===== config.mk =====
export PLATFORM = sky130hd
export DESIGN_NAME = pack_serializer_4to1
export DESIGN_NICKNAME = d
export VERILOG_FILES = /design/src/rtl/fifo_pkg.sv /design/src/rtl/lsb_pick4.sv /design/src/rtl/pack_serializer_4to1.sv
export SDC_FILE = /design/constraint.sdc
export NUM_CORES = 1
export LEC_CHECK = 0
export CORE_ASPECT_RATIO = 1.2
export CORE_MARGIN = 1.5
export CORE_UTILIZATION = 48
export CTS_CLUSTER_SIZE = 28
export DETAILED_ROUTE_END_ITERATION = 7
export PLACE_DENSITY = 0.89
export SLEW_MARGIN = 5
export SYNTH_ARGS = -nofsm -noshare
export SYNTH_HDL_FRONTEND = slang
export SYNTH_SLANG_ARGS = --single-unit

===== constraint.sdc =====
create_clock -name clk -period 2.52 [get_ports clk]
set_input_delay 0.252 -clock clk [delete_from_list [all_inputs] [get_ports clk]]
set_output_delay 0.252 -clock clk [all_outputs]
set_load 0.05 [all_outputs]

===== src/rtl/fifo_pkg.sv =====
// fifo_pkg: shared types for the 1-write/4-read FIFO and its feeders.
//   LANES        - lanes per group, fixed at 4
//   lane_mask_t  - per-lane valid mask
//   lane_idx_t   - lane index
//   hold_state_t - occupancy of a group holding register (EMPTY / HOLD)
package fifo_pkg;

    localparam int unsigned LANES = 4;

    typedef logic [LANES-1:0]         lane_mask_t;
    typedef logic [$clog2(LANES)-1:0] lane_idx_t;

    typedef enum logic {
        ST_EMPTY = 1'b0,
        ST_HOLD  = 1'b1
    } hold_state_t;

endpackage


===== src/rtl/lsb_pick4.sv =====
// lsb_pick4: combinational lowest-set-bit picker for a 4-bit lane mask.
// Ports:
//   mask   in   4-bit lane mask
//   idx    out  index of the lowest set bit (0 when mask is zero)
//   any    out  at least one bit set
//   clr    out  one-hot vector of the picked bit (zero when mask is zero)
//   single out  exactly one bit set
module lsb_pick4
    import fifo_pkg::*;
(
    input  lane_mask_t mask,
    output lane_idx_t  idx,
    output logic       any,
    output lane_mask_t clr,
    output logic       single
);

    always_comb begin
        idx = '0;
        clr = '0;
        if (mask[0]) begin
            idx = 2'd0;
            clr = 4'b0001;
        end else if (mask[1]) begin
            idx = 2'd1;
            clr = 4'b0010;
        end else if (mask[2]) begin
            idx = 2'd2;
            clr = 4'b0100;
        end else if (mask[3]) begin
            idx = 2'd3;
            clr = 4'b1000;
        end
    end

    assign any = |mask;

    // Clearing the lowest set bit leaves nothing exactly when one bit was set.
    assign single = any && ((mask & ~clr) == '0);

endmodule


===== src/rtl/pack_serializer_4to1.sv =====
// pack_serializer_4to1: accepts a 4-lane group with a per-lane valid mask and
// emits the masked lanes one per cycle, lowest lane first. Next group is
// accepted on the edge that fires the last element (no bubble); all-zero
// masks are absorbed without producing output.
// Ports:
//   clk        in   clock, rising edge
//   reset      in   asynchronous active-high reset
//   valid_in   in   group present on data_in / mask_in
//   ready_in   out  group accepted when valid_in && ready_in
//   data_in    in   WIDTH x LANES elements, lane 0..3
//   mask_in    in   bit i set = lane i carries an element
//   valid_out  out  element present on data_out
//   ready_out  in   downstream can take an element
//   data_out   out  current element
//   lane_out   out  source lane of data_out
//   last_out   out  data_out is the final remaining element of its group
module pack_serializer_4to1
    import fifo_pkg::*;
#(
    parameter int unsigned WIDTH = 8,
    parameter int unsigned LANES = fifo_pkg::LANES
) (
    input  logic             clk,
    input  logic             reset,
    input  logic             valid_in,
    output logic             ready_in,
    input  logic [WIDTH-1:0] data_in [LANES],
    input  lane_mask_t       mask_in,
    output logic             valid_out,
    input  logic             ready_out,
    output logic [WIDTH-1:0] data_out,
    output lane_idx_t        lane_out,
    output logic             last_out
);

    if (LANES != 4) begin : g_lanes_check
        $error("pack_serializer_4to1: LANES must be 4");
    end

    logic [WIDTH-1:0] hold_data [LANES];
    lane_mask_t       hold_mask;

    lane_idx_t        pick_idx;
    logic             pick_any;
    lane_mask_t       pick_clr;
    logic             pick_single;

    hold_state_t      state;
    logic             fire;
    logic             accept;

    lsb_pick4 u_pick (
        .mask   (hold_mask),
        .idx    (pick_idx),
        .any    (pick_any),
        .clr    (pick_clr),
        .single (pick_single)
    );

    // Occupancy is derived from the mask itself; there is no state register.
    assign state = pick_any ? ST_HOLD : ST_EMPTY;

    assign valid_out = (state == ST_HOLD);
    assign data_out  = pick_any ? hold_data[pick_idx] : '0;
    assign lane_out  = pick_any ? pick_idx : '0;
    assign last_out  = pick_single;

    assign fire = valid_out && ready_out;

    // Combinational from ready_out: the next group loads on the same edge
    // that retires the last element, so output never idles between groups.
    assign ready_in = ~reset && ((state == ST_EMPTY) || (fire && last_out));
    assign accept   = valid_in && ready_in;

    always_ff @(posedge clk or posedge reset) begin
        if (reset) begin
            hold_mask <= '0;
            for (int unsigned i = 0; i < LANES; i++) begin
                hold_data[i] <= '0;
            end
        end else if (accept) begin
            // Load wins over the fire-clear; the only overlap is on the last
            // element, whose clear would leave zero anyway.
            hold_mask <= mask_in;
            for (int unsigned i = 0; i < LANES; i++) begin
                hold_data[i] <= data_in[i];
            end
        end else if (fire) begin
            hold_mask <= hold_mask & ~pick_clr;
        end
    end

endmodule

==> results_dict.tcl, run 1 <==
set metrics [dict create \
    status "completed" \
    hpwl_um 2902 \
    grt_pass1_vias 1407 \
    setup_violations 0 \
    drv_slew 0 \
    reg2reg_from "hold_mask[3]" \
    crit_chain "nor3_1 > or2_2 > a221oi_1 > nor2_1 > buf_4" \
    firstDrtPassIters 4 \
    p_per_area_nw_per_um2 1110 \
    final_area_um2 2634 \
    cts.sinks 36 \
    tns_ns 0 \
    wl_um 3940 \
    peakVddDrop_v 0.0004186 \
    avgSynthCellArea_um2 11.55 \
    fp.dieH_um 73.48 \
    cts.clk_slew.worst_paths_ns 0.07 \
    antenna_found_initial 0 \
    cp_slowest_cell "dfrtp_1" \
    final.setup.worst_slack_ns 0.2416 \
    arrival_ns 2.03 \
    ys_top_cells_by_count "dfrtp_1 (36), mux2_4 (28), inv_1 (14), nor2_1 (13)" \
    worstMarginPinSlew_ns 0.5007 \
    clock_latency_ns 0.28 \
    avgRoutedWirePerCell_um 14.17 \
    reg2reg_depth 5 \
    viasPerCell 5.065 \
    io_buffers 52 \
    yosysWarnings 0 \
    p_leak_uw 0.001259 \
    crit_path_end_kind "output pin" \
    post_dp_cell_area_um2 2529 \
    drc 0 \
    cp.required_ns 2.27 \
    synth_top_area_share 0.4534 \
    vias 1408 \
    skew_ns 0.002901 \
    worst_setup_path_start_kind "flop" \
    max_freq_ghz 0.4389 \
    hold_class "in2async" \
    drive_gt1_frac 0.3036 \
    htreeDepth 2 \
    cts_buffer_depth 2 \
    first_iter_violations 42 \
    pre_cts_ws_ns 0.3423 \
    gr-total-overflow 0 \
    drv_cap 0 \
    route.antenna.remaining_nets 0 \
    cts-root-buf "clkbuf_8" \
    final_net_count 264 \
    synth_top_cell_by_area "dfrtp_1" \
    cts_tree "yes" \
    ys_seq_area_frac 0.4534 \
    min_period_ns 2.278 \
    synth_cell_types 29 \
    io_pins 53 \
    cts_buffers 5 \
    hold_viol_final 0 \
    syn_nets 212 \
    synth_enable_flop_cells 0 \
    synth-seq-cells 36 \
    critPathKind "reg2out" \
    async_reset_ff_frac 1.000 \
    grt_pass1_wl_um 6444 \
    coreArea_um2 3941 \
    area_growth_pct 32.56 \
    die_area_um2 4536 \
    power_uw 2923 \
    start_util 0.5041 \
    gp_congestion 0.7172 \
    synth_cells 172 \
    fin_crit_sh 0.9041 \
    netlist_area_um2 1987 \
    antenna_cells 0 \
    synth-main-ff-cell "dfrtp_1" \
    num_rows 25 \
    track_usage 0.1942 \
    r2r_slack_ns 0.52 \
    whs_ns 0.4300 \
    grt_max_degree 37 \
    slowest_delay_ns 0.63 \
    synth.most_common_cell "dfrtp_1" \
    rsz0062_at_grt "no" \
    synthTopCellsByArea "dfrtp_1 (45%), mux2_4 (21%), a221oi_1 (3.5%)" \
    r2r-end "hold_data[17]" \
    die_w_um 61.73 \
    cp_max_fo 13 \
    slew_headroom 0.6655 \
]
-- where the power goes --
group	leakage (uW)	internal [uW]	switching (uW)
Clock	0.0000503	243	185
Sequential	0.000427	811	171
Combinational	0.000782	714	798
-- per-layer routing --
layer | global-route usage | vias to the layer above | wire length [um]
met4 | 0.06383 | 0 | 50
met3 | 0.03169 | 5 | 124
met5 | 0 | - | 0
met2 | 0.3158 | 30 | 1967
met1 | 0.2605 | 681 | 1798
li1 | - | 692 | -
-- how the worst max path moves through the flow --
stage	start	end	slack, ns	depth (start not counted)
after floorplan	hold_mask[2]	last_out	0.26	5
after detailed placement	ready_out	hold_data[17]	0.34	6
after CTS	hold_mask[0]	lane_out[1]	0.04	3
after global placement	hold_mask[0]	lane_out[1]	0.38	3
final	hold_mask[3]	data_out[6]	0.24	5
after global routing	hold_mask[1]	data_out[0]	0.09	5
-- kinds of logic after synthesis --
| group | share of synthesized area |
|---|---|
| and+or+nand+nor | 0.1348 |
| DFF | 0.4534 |
| AOI/OAI and AO/OA | 0.1045 |
| muxes | 0.2343 |
| buffers and inverters | 0.06360 |
| xor gates and xnor gates | 0.004409 |
| adders and majority gates | 0.005038 |
-- timing repair --
action,CTS,global route
resized for setup,0,2
endpoints found under the setup margin,0,4
setup buffers,0,0
hold buffers,0,0
-- cell type report --
cell class	instances	area (um2)
repair buffers	56	550.5
well taps	54	67.56
fillers	308	1308
clock buffers	7	96.34
inverters	14	52.55
flip-flops and latches	36	900.9
multi-input cells	111	965.9
-- registers in the layout (all words and copies together) (netlist names) --
signal,flops
hold_data,32
hold_mask,4
-- stage by stage --
| step | utilization | cells |
|---|---|---|
| 3_3_place_gp | 0.6416 | 271 |
| 5_1_grt | 0.6683 | 278 |
| 4_1_cts | 0.6660 | 278 |
| 6_report | 0.6683 | 278 |
| 2_1_floorplan | - | 172 |
| 3_5_place_dp | 0.6416 | 271 |
-- worst max-delay path: cells and delay by family (launching register included) --
kind            cells  cell delay [ns]
buf+inv             1             0.21
flops               1             0.63
compound gates      1             0.32
simple gates        3             0.59
-- cell usage in the layout, fill, tap and decap left out, drive strengths merged, types with 2 or more instances in the layout --
master         count
a211oi             2
a21oi             10
a221oi             8
and2               8
buf               15
clkbuf             7
clkdlybuf4s50     40
dfrtp             36
inv               14
mux2              32
nand2              4
nand2b             2
nor2              13
nor2b              2
nor3               2
nor3b              2
o21ai              8
or2               10
Power figures use the tool's default switching activity.
==> inputs of run 2 (changes only) <==
Settings changed: RECOVER_POWER set to 25.
==> run 2 against run 1 <==
Clock skew unchanged. Clock power hardly changed. Power barely moved. Critical path depth is the same. Count of clock-buffer cells in the layout unchanged. Via count stayed put. Combinational power about the same. Highest routed layer unchanged. Cell count unchanged. Sequential share of layout area hardly changed. Hold slack improved by 0.071 ns. Fmax barely moved. Non-clock buffer count stayed put.
==> results_dict.tcl, run 2 (synthesis gave the netlist of run 1 again) <==
set metrics [dict create \
    status "completed" \
    io_buffers 52 \
    drv_cap 0 \
    reg2reg_depth 5 \
    fp.dieH_um 73.48 \
    swShare 0.3952 \
    post_dp_cell_area_um2 2529 \
    drt-met1-wl_um 1797 \
    p_per_area_nw_per_um2 1111 \
    hold_path_end "hold_data[4]" \
    gr-total-overflow 0 \
    cts_buffers 5 \
    vias 1408 \
    num_rows 25 \
    ctsHoldBuffers 0 \
    avgRoutedWirePerCell_um 14.17 \
    seq_power_share 0.336 \
    start_util 0.5041 \
    crit_path_end_kind "output pin" \
    maxUsedRoutingLayer "met4" \
    wl_um 3938 \
    first_iter_violations 42 \
    combPwrFrac 0.517 \
    hold_start "hold_data[4]" \
    hold_depth 1 \
    slowest_delay_ns 0.63 \
    layout_common_cells "clkdlybuf4s50_1 (39), dfrtp_1 (36), mux2_4 (28)" \
    peakVddDrop_v 0.0004186 \
    post_cts_buffers 0 \
    drc 0 \
    coreArea_um2 3941 \
    largest_reg_flops 32 \
    firstDrtPassIters 4 \
    antenna_found_initial 0 \
    die_w_um 61.73 \
    cts.sinks 36 \
    final_net_count 264 \
    io_pins 53 \
    worst_setup_path_start_kind "flop" \
    cts_tree "yes" \
    min_period_ns 2.278 \
    crit_chain "nor3_1 > or2_2 > a221oi_1 > nor2_1 > buf_4" \
    skew_ns 0.002901 \
    slew_headroom 0.4252 \
    met2_length_um 1965 \
    r2r-end "hold_data[17]" \
    reg2reg_from "hold_mask[3]" \
    cts_resized 0 \
    hold_viol_final 0 \
    track_usage 0.1942 \
    drv_slew 0 \
    cp_max_fo 13 \
    fin_crit_sh 0.9041 \
    p_clk_frac 0.147 \
    p_leak_uw 0.001259 \
    cts.clk_slew.worst_paths_ns 0.07 \
    arrival_ns 2.03 \
    grt_pass1_vias 1407 \
    regMostFlops "hold_data" \
    viasPerCell 5.065 \
    tns_ns 0 \
    max_freq_ghz 0.4389 \
    grt_max_degree 37 \
    power.switching_uw 1155 \
    cp_slowest_cell "dfrtp_1" \
    r2r_slack_ns 0.52 \
    gp_congestion 0.7172 \
    critPathKind "reg2out" \
    drive_gt1_frac 0.3036 \
    setup_violations 0 \
    hpwl_um 2902 \
    worstMarginPinSlew_ns 0.8623 \
    hold_class "reg2reg" \
    grt_pass1_wl_um 6444 \
    top_regs "hold_data (32), hold_mask (4)" \
    clock_latency_ns 0.28 \
    num-fill-cells 309 \
    die_area_um2 4536 \
    cts_buffer_depth 2 \
    rsz0062_at_grt "no" \
    cts-root-buf "clkbuf_8" \
    area_growth_pct 32.43 \
    final_area_um2 2631 \
    route.antenna.remaining_nets 0 \
    antenna_cells 0 \
    wl_met3_um 124 \
    cp.required_ns 2.27 \
    p_int_uw 1767 \
    htreeDepth 2 \
    final_common_cell "clkdlybuf4s50_1" \
]
run 2: cell count changes in the layout (fill, tap and decap cells not counted):
cell,previous run,this run
buf_4,13,12
clkbuf_2,0,1
clkdlybuf4s50_1,40,39
dlygate4sd3_1,0,1
run 2: critical path: cells and delay by family, from the launching register on:
family          cells  cell delay [ns]
compound gates      1             0.32
buf+inv             1             0.21
simple gates        3             0.59
flops               1             0.63
run 2: cell type report:
| cell class | count | area, um2 | share of cell area |
|---|---|---|---|
| clock buffer | 7 | 96.34 | 0.03661 |
| multi-input combinational | 111 | 965.9 | 0.3671 |
| timing repair buffer | 56 | 548.0 | 0.2083 |
| sequential | 36 | 900.9 | 0.3424 |
| inverter | 14 | 52.55 | 0.01997 |
| tap | 54 | 67.56 | 0.02568 |
run 2: per-stage QoR:
| stage | utilization | cells | hold WS (ns) | total power (uW) | setup slack [ns] |
|---|---|---|---|---|---|
| after floorplan | - | 172 | 0.3853 | 2097 | 0.2609 |
| after global placement | 0.6416 | 271 | 0.4805 | 2459 | 0.3818 |
| after detailed placement | 0.6416 | 271 | 0.4854 | 2497 | 0.3423 |
| after CTS | 0.6660 | 278 | 0.4459 | 2935 | 0.03879 |
| after global routing | 0.6676 | 278 | 0.5179 | 3093 | 0.08952 |
| final | 0.6676 | 278 | 0.5010 | 2922 | 0.2416 |
run 2: worst max-delay path by stage:
stage / endpoint / depth (start not counted) / startpoint
after floorplan: last_out / 5 / hold_mask[2]
after detailed placement: hold_data[17] / 6 / ready_out
after CTS: lane_out[1] / 3 / hold_mask[0]
after global placement: lane_out[1] / 3 / hold_mask[0]
final: data_out[6] / 5 / hold_mask[3]
after global routing: data_out[0] / 5 / hold_mask[1]
run 2: power by group through the flow:
stage | Combinational [uW] | Clock (uW) | Sequential, uW
4_1_cts | 1520 | 437 | 979
5_1_grt | 1610 | 465 | 1010
6_report | 1510 | 429 | 982
2_1_floorplan | 1190 | 0 | 903
3_3_place_gp | 1490 | 0 | 972
3_5_place_dp | 1520 | 0 | 979
run 2: per-layer routing:
layer,global-route usage,vias to the layer above
met1,0.2605,681
met5,0,-
met4,0.06383,0
met2,0.3158,30
li1,-,692
met3,0.03169,5
==> inputs of run 3 (changes only) <==
Settings changed: CTS_CLUSTER_DIAMETER set to 150.
==> results of run 3 <==
Final layout, timing and power as in run 2 (identical DEF).
